$ cat src/rtl/svo_tcard_seq_if.sv
// Stream monitor tap for the SVO test-card sequencer: a read-only view of the
// generator's output handshake and start-of-frame flag.
interface svo_tcard_seq_if;
  logic mon_tvalid;
  logic mon_tready;
  logic mon_tuser;

  modport master (output mon_tvalid, mon_tready, mon_tuser);
  modport slave  (input  mon_tvalid, mon_tready, mon_tuser);
endinterface

$ cat src/rtl/svo_tcard_seq.sv
// Frame-synchronous colour-wheel / sprite sequencer for the SVO test card.
// Optional sprite bounce motion: define SVO_TCARD_SEQ_BOUNCE_EN.
module svo_tcard_seq #(
  parameter int BITS_PER_COMPONENT = 8,
  parameter int FRAME_DIV          = 1,
  parameter int STEP               = 1,
  parameter int HOR_PIXELS         = 640,
  parameter int SPRITE_W           = 320
) (
  input  logic                          clk,
  input  logic                          resetn,
  svo_tcard_seq_if.slave                mon,
  input  logic                          enable,
  input  logic                          freeze,
  input  logic                          step_req,
  output logic [BITS_PER_COMPONENT-1:0] base_r,
  output logic [BITS_PER_COMPONENT-1:0] base_g,
  output logic [BITS_PER_COMPONENT-1:0] base_b,
  output logic [15:0]                   sprite_x,
  output logic [1:0]                    phase,
  output logic [15:0]                   frame_cnt,
  output logic                          sof_pulse
);
  localparam int B = BITS_PER_COMPONENT;
  localparam logic [B-1:0] LP_FS       = {B{1'b1}};
  localparam logic [B-1:0] LP_STEP     = B'(STEP);
  localparam logic [15:0]  LP_DIV_LAST = 16'(FRAME_DIV - 1);
  localparam logic [15:0]  LP_XMAX     = 16'(HOR_PIXELS - SPRITE_W);
  localparam logic [15:0]  LP_XMID     = 16'((HOR_PIXELS - SPRITE_W) / 2);

  typedef enum logic [1:0] {PH_RED = 2'd0, PH_GREEN = 2'd1, PH_BLUE = 2'd2, PH_ILL = 2'd3} phase_e;

  phase_e       r_phase, w_phase_nxt;
  logic [B-1:0] r_int, w_int_nxt;
  logic [15:0]  r_div;
  logic         r_armed;
  logic [B-1:0] r_base_r, r_base_g, r_base_b;
  logic [B-1:0] w_r_nxt, w_g_nxt, w_b_nxt;
  logic [15:0]  r_frame_cnt;
  logic         r_sof;

  logic w_fe, w_run, w_div_adv, w_div_wrap, w_step;

  assign w_fe       = mon.mon_tvalid & mon.mon_tready & mon.mon_tuser;
  assign w_run      = w_fe & enable;
  assign w_div_adv  = w_run & ~freeze;
  assign w_div_wrap = (r_div == LP_DIV_LAST);
  // An armed single step fires on the next enabled FE whatever freeze is doing then.
  assign w_step     = (w_div_adv & w_div_wrap) | (w_run & r_armed);

  // Colour-wheel state register
  always_ff @(posedge clk or negedge resetn) begin
    if (!resetn) begin
      r_phase <= PH_RED;
      r_int   <= LP_FS;
    end else begin
      r_phase <= w_phase_nxt;
      r_int   <= w_int_nxt;
    end
  end

  // Colour-wheel next state
  always_comb begin
    w_phase_nxt = r_phase;
    w_int_nxt   = r_int;
    if (w_fe && r_phase == PH_ILL) begin
      w_phase_nxt = PH_RED;
      w_int_nxt   = LP_FS;
    end else if (w_step) begin
      if (r_int == '0) begin
        w_int_nxt = LP_FS;
        case (r_phase)
          PH_RED:   w_phase_nxt = PH_GREEN;
          PH_GREEN: w_phase_nxt = PH_BLUE;
          default:  w_phase_nxt = PH_RED;
        endcase
      end else begin
        w_int_nxt = (r_int < LP_STEP) ? '0 : r_int - LP_STEP;
      end
    end
  end

  // Colour mix of the state being committed, so base_* and phase move together
  always_comb begin
    w_r_nxt = '0;
    w_g_nxt = '0;
    w_b_nxt = '0;
    case (w_phase_nxt)
      PH_GREEN: begin w_g_nxt = w_int_nxt;         w_b_nxt = LP_FS - w_int_nxt; end
      PH_BLUE:  begin w_r_nxt = LP_FS - w_int_nxt; w_b_nxt = w_int_nxt;         end
      default:  begin w_r_nxt = w_int_nxt;         w_g_nxt = LP_FS - w_int_nxt; end
    endcase
  end

  always_ff @(posedge clk or negedge resetn) begin
    if (!resetn) begin
      r_base_r <= LP_FS;
      r_base_g <= '0;
      r_base_b <= '0;
    end else if (w_fe) begin
      r_base_r <= w_r_nxt;
      r_base_g <= w_g_nxt;
      r_base_b <= w_b_nxt;
    end
  end

  // Frame divider and single-step arm; a new request wins over consumption
  always_ff @(posedge clk or negedge resetn) begin
    if (!resetn) begin
      r_div   <= '0;
      r_armed <= 1'b0;
    end else begin
      if (w_div_adv)
        r_div <= w_div_wrap ? '0 : r_div + 16'd1;
      if (freeze && step_req)
        r_armed <= 1'b1;
      else if (w_run)
        r_armed <= 1'b0;
    end
  end

  always_ff @(posedge clk or negedge resetn) begin
    if (!resetn) begin
      r_frame_cnt <= '0;
      r_sof       <= 1'b0;
    end else begin
      r_sof <= w_fe;
      if (w_fe)
        r_frame_cnt <= r_frame_cnt + 16'd1;
    end
  end

`ifdef SVO_TCARD_SEQ_BOUNCE_EN
  logic        r_dir_left;
  logic [15:0] r_sprite_x;

  // Reversal at an endpoint moves away in the same FE, so no position repeats
  always_ff @(posedge clk or negedge resetn) begin
    if (!resetn) begin
      r_sprite_x <= LP_XMID;
      r_dir_left <= 1'b0;
    end else if (w_run && LP_XMAX != 16'd0) begin
      if (!r_dir_left) begin
        if (r_sprite_x == LP_XMAX) begin
          r_dir_left <= 1'b1;
          r_sprite_x <= r_sprite_x - 16'd1;
        end else begin
          r_sprite_x <= r_sprite_x + 16'd1;
        end
      end else begin
        if (r_sprite_x == 16'd0) begin
          r_dir_left <= 1'b0;
          r_sprite_x <= r_sprite_x + 16'd1;
        end else begin
          r_sprite_x <= r_sprite_x - 16'd1;
        end
      end
    end
  end

  assign sprite_x = r_sprite_x;
`else
  assign sprite_x = LP_XMID;
`endif

  assign base_r    = r_base_r;
  assign base_g    = r_base_g;
  assign base_b    = r_base_b;
  assign phase     = r_phase;
  assign frame_cnt = r_frame_cnt;
  assign sof_pulse = r_sof;
endmodule
$ cat src/flat_wrapper.sv
// flat-port wrapper written by rule: the top's interface ports become plain ports
module svo_tcard_seq_flat 
#(
  parameter int BITS_PER_COMPONENT = 8,
  parameter int FRAME_DIV          = 1,
  parameter int STEP               = 1,
  parameter int HOR_PIXELS         = 640,
  parameter int SPRITE_W           = 320
)
  (clk, resetn, enable, freeze, step_req, base_r, base_g, base_b, sprite_x, phase, frame_cnt, sof_pulse, mon_mon_tvalid, mon_mon_tready, mon_mon_tuser);
  svo_tcard_seq_if mon_i ();
  input  logic clk;
  input  logic resetn;
  input  logic enable;
  input  logic freeze;
  input  logic step_req;
  output logic [BITS_PER_COMPONENT-1:0] base_r;
  output logic [BITS_PER_COMPONENT-1:0] base_g;
  output logic [BITS_PER_COMPONENT-1:0] base_b;
  output logic [15:0] sprite_x;
  output logic [1:0] phase;
  output logic [15:0] frame_cnt;
  output logic sof_pulse;
  input wire logic [$bits(mon_i.mon_tvalid)-1:0] mon_mon_tvalid;
  input wire logic [$bits(mon_i.mon_tready)-1:0] mon_mon_tready;
  input wire logic [$bits(mon_i.mon_tuser)-1:0] mon_mon_tuser;
  assign mon_i.mon_tvalid = mon_mon_tvalid;
  assign mon_i.mon_tready = mon_mon_tready;
  assign mon_i.mon_tuser = mon_mon_tuser;
  svo_tcard_seq #(.BITS_PER_COMPONENT(BITS_PER_COMPONENT), .FRAME_DIV(FRAME_DIV), .STEP(STEP), .HOR_PIXELS(HOR_PIXELS), .SPRITE_W(SPRITE_W)) u_core (.clk(clk), .resetn(resetn), .mon(mon_i), .enable(enable), .freeze(freeze), .step_req(step_req), .base_r(base_r), .base_g(base_g), .base_b(base_b), .sprite_x(sprite_x), .phase(phase), .frame_cnt(frame_cnt), .sof_pulse(sof_pulse));
endmodule
$ cat config.mk
export PLATFORM = sky130hd
export DESIGN_NAME = svo_tcard_seq_flat
export DESIGN_NICKNAME = d
export VERILOG_FILES = /design/src/rtl/svo_tcard_seq_if.sv /design/src/rtl/svo_tcard_seq.sv /design/src/flat_wrapper.sv
export SDC_FILE = /design/constraint.sdc
export NUM_CORES = 1
export LEC_CHECK = 0
export CORE_ASPECT_RATIO = 2
export CORE_MARGIN = 3
export CORE_UTILIZATION = 40
export DETAILED_ROUTE_END_ITERATION = 10
export PLACE_DENSITY = 0.62
export SLEW_MARGIN = 10
export SYNTH_ARGS = -nofsm -noshare
export SYNTH_HDL_FRONTEND = slang
export SYNTH_SLANG_ARGS = --single-unit
export TNS_END_PERCENT = 100
$ cat constraint.sdc
create_clock -name clk -period 3.5 [get_ports clk]
set_clock_uncertainty 0.05 [all_clocks]
set_input_delay 0.35 -clock clk [delete_from_list [all_inputs] [get_ports clk]]
set_output_delay 0.35 -clock clk [all_outputs]
set_load 0.005 [all_outputs]
==> reports/summary.txt <==
==================================================================================================
Power share of the sequential group .................................................        38.0%
Critical path capture point type ....................................................     register
Worst stage delay on the critical path ..............................................      0.39 ns
Leading register cell type out of synthesis .........................................      dfrtp_1
Storage cell area ...................................................................     1722 µm²
Hold/Removal Path Class .............................................................   reg -> reg
Startpoint types ....................................................................     register
Worst reg2reg setup slack ...........................................................      0.51 ns
Master of the slowest instance on the critical path .................................      dfrtp_1
Clk pwr share .......................................................................        35.3%
Number of warnings reported in the yosys synthesis log ..............................            0
Number of buffer and inverter instances along the worst setup path ..................            2
DRC violation count after routing ...................................................            0
Power dissipated by switching net loads .............................................    0.9097 mW
Total iterations of the first detailed-routing run ..................................            4
Sequential fraction of the synthesis area ...........................................       48.10%
Proportion of total power due to net switching ......................................       29.25%
Total vias in the final route .......................................................         2801
Type of the worst setup path ........................................................   reg -> reg
Data arrival time of the critical path ..............................................      3.21 ns
Area fraction of the dominant cell type after synthesis .............................       36.35%
Initial detailed-routing violation count ............................................          150
Hold depth ..........................................................................            1
Overall power consumption ...........................................................     3.110 mW
Highest attainable clock frequency ..................................................   0.3342 GHz
Final TNS setup .....................................................................         0 ns
Mapped cell area ....................................................................     3580 µm²
Per-cell routed wire length .........................................................     16.48 µm
Area Overhead vs Synth ..............................................................       26.70%
H-tree depth ........................................................................            3
Number of fill cells in the layout ..................................................          788
Synth cell types ....................................................................           49
Master cell of the clock root buffer ................................................    clkbuf_16
Slew at the pin closest to its max-slew limit .......................................    0.6565 ns
Most common library cell in the layout ignoring fill and taps .......................      dfrtp_1
Clock transition time at the flip-flop clock pins of the worst setup and hold paths .      0.06 ns
Final hold violation count ..........................................................            0
Crit. path cell count ...............................................................           12
Layout cell share with drive strength beyond 1 ......................................       15.24%
Period minus WS final ...............................................................     2.993 ns
Core box area .......................................................................     8648 µm²
Ordered cell list for the critical path ............................................. inv_1 -> ha_1 -> nor4b_2 -> nand4_1 -> o21ai_2 -> buf_4 -> nand3_1 -> o21ai_0 -> ha_1 -> nor2b_1 -> and2_1 -> a221o_1
Leakage component of the power ......................................................     1.954 nW
Largest voltage drop on the vdd net .................................................     362.4 µV
Final setup slack of the worst path .................................................    0.5074 ns
Aggregate routed wire length ........................................................      8569 µm
Main area contributors after synthesis .............................................. dfrtp_1 (36%), dfstp_2 (12%), nand3_1 (5.3%)
Global-route total usage across every layer .........................................       18.44%
TritonCTS clock tree ................................................................          yes
Overflow left after global routing ..................................................            0
Initial antenna violation count .....................................................            0
Commonest non-fill, non-tap cells in the layout ..................................... dfrtp_1 (52), clkdlybuf4s50_1 (49), nand2_1 (41), nand3_1 (38), xnor2_1 (21)
Via count of the first global-routing pass ..........................................         2961
Worst Setup Slack post-DPL ..........................................................    0.4311 ns
Gpl congestion ......................................................................       0.8322
Effective utilization at floorplan ..................................................       41.39%
Internal Power ......................................................................     2.201 mW
Total die area ......................................................................    10190 µm²
Endpoints failing setup .............................................................            0
Std cell rows .......................................................................           48
CTS sink cnt ........................................................................           68
Worst-Skew Late Latency .............................................................      0.33 ns
Number of pins with negative max-slew slack in the final report .....................            0
Total CTS buffers ...................................................................            9
Top-level port count ................................................................           67
Most frequent CP cell ...............................................................         ha_1
Die X ...............................................................................     72.89 µm
Mean instance size in the synthesized netlist .......................................    10.06 µm²
Number of buffers between clock root and the deepest sink ...........................            2
Number of max-capacitance violations reported .......................................            0
Unrepaired setup endpoints after global routing .....................................           no
End-of-flow core utilization ........................................................       52.45%
Required time of the worst setup path ...............................................      3.72 ns
Depth of the worst register-to-register path ........................................           12
HPWL after detailed placement .......................................................      6337 µm
Wire length of the first global-routing pass ........................................     14480 µm
Post-detailed-route count of antenna-violating nets .................................            0
Post-synthesis async set-or-reset flop share ........................................       100.0%
Buffers added on ports ..............................................................           50
Max-Slew Margin vs Limit ............................................................       56.23%
Combinational group share of total power ............................................        26.6%
Total area of multi-input combinational cells .......................................     1672 µm²
Crit share post-route ...............................................................       85.50%
Power density over the cells ........................................................ 685.8 nW/µm²
Antenna diode count .................................................................            0
Family with the most delay on the worst path ........................................ simple AND/OR/NAND/NOR gates
Yosys top cell by area ..............................................................      dfrtp_1
Total number of nets in the final design ............................................          429
Drt via density .....................................................................        5.387
Cells after synthesis ...............................................................          356
Largest fanout of any net on the critical path ......................................            7
Post-CTS resize count ...............................................................            0
Pin count of the biggest net entering global routing ................................           52
Count of state elements after synthesis .............................................           68
Status ..............................................................................    completed
Number of flops mapped to enable cells by yosys .....................................            0
Die Height ..........................................................................     139.8 µm
==================================================================================================
[timing repair]
item,4_1_cts,5_1_grt
endpoints found under the hold margin,17,0
hold buffers,1,0
buffers inserted,0,0
[worst paths after layout]
path,start,endpoint
worst max-delay path,u_core.r_div[0]$_DFFE_PN0N_,u_core.base_g[2]$_DFFE_PN0N_
worst max register to register,u_core.r_div[0]$_DFFE_PN0N_,u_core.base_g[2]$_DFFE_PN0N_
min in group asynchronous,resetn,u_core.r_div[15]$_DFFE_PN0N_
worst min register to register,u_core.frame_cnt[15]$_DFFE_PN0N_,u_core.frame_cnt[15]$_DFFE_PN0N_
max in group asynchronous,resetn,u_core.phase[1]$_DFF_PN0_
worst min-delay path,u_core.frame_cnt[15]$_DFFE_PN0N_,u_core.frame_cnt[15]$_DFFE_PN0N_
[worst register-to-register path: cells and delay by family, from the launching register on]
| family | cells | cell delay (ns) |
|---|---|---|
| adders and majority gates | 2 | 0.49 |
| AOI/OAI and AO/OA | 3 | 0.65 |
| and+or+nand+nor | 5 | 1.08 |
| DFF | 1 | 0.39 |
| buffers and inverters | 2 | 0.26 |
[power by group through the flow]
stage          Clock [mW]  Sequential, mW  Combinational (mW)
2_1_floorplan           0            1.16               0.438
3_3_place_gp            0            1.20               0.822
3_5_place_dp            0            1.19               0.830
4_1_cts              1.11            1.18               0.837
5_1_grt              1.15            1.21               0.921
6_report             1.10            1.18               0.828
[registers in the layout (all words and copies together), names as in the netlist, 2 cells and up]
name              flops
u_core.base_r         8
u_core.r_int          8
u_core.phase          2
u_core.base_b         8
u_core.r_div         16
u_core.base_g         8
u_core.frame_cnt     16
[cell usage after synthesis (2+ instances only)]
cell / instances
nand2b_1: 4
a221o_1: 10
mux2i_1: 4
o21a_1: 2
buf_2: 2
o22ai_1: 2
a21oi_1: 7
nor2b_1: 2
buf_4: 16
clkbuf_1: 10
ha_1: 6
nor3_1: 3
xnor2_1: 21
inv_1: 12
and3_1: 4
nand4_1: 12
o21ai_2: 4
dfstp_2: 16
xor2_1: 9
nor2_1: 18
nand3_1: 38
conb_1: 2
dfrtp_1: 52
o21ai_0: 8
nand2_1: 41
o311ai_4: 2
a31oi_1: 3
and2_1: 8
nor3_2: 2
nor4_2: 2
inv_2: 3
o211ai_1: 12
and4_1: 3
[metrics by stage]
step           hold slack, ns  cells  cell area, µm²
4_1_cts                0.4239    520            4536
3_5_place_dp           0.2573    503            4168
3_3_place_gp           0.2455    503            4168
5_1_grt                0.4419    520            4536
6_report               0.4206    520            4536
2_1_floorplan        0.004409    370            3632
[cell type report]
class / count / area share (%)
Tap cell: 100 / 2.759
Clock inverter: 5 / 2.759
Inverter: 15 / 1.241
Sequential cell: 68 / 37.96
Clock buffer: 11 / 5.131
Timing Repair Buffer: 64 / 13.30
Multi-Input combinational cell: 257 / 36.86
[cells by family (layout without fill, tap and decap cells)]
family                   count (synthesis)  count (layout)  synth area share [%]
XOR/XNOR                                30              30                 7.340
buffers and inverters                   45              95                 6.676
other                                    2              16                0.2098
AND/OR/NAND/NOR                        143             143                 21.04
flip-flops                              68              68                 48.10
multiplexers                             4               4                 1.119
adder cells (fa/ha/maj)                  6               6                 2.097
AO/OA/AOI/OAI                           58              58                 13.42
[metal layers]
layer / GRT usage, % / share of wire (%)
met5: 0 / 0
met4: 10.31 / 4.4
met3: 3.398 / 3.2
met2: 32.51 / 54
met1: 19.90 / 39
Power figures use the tool's default switching activity.
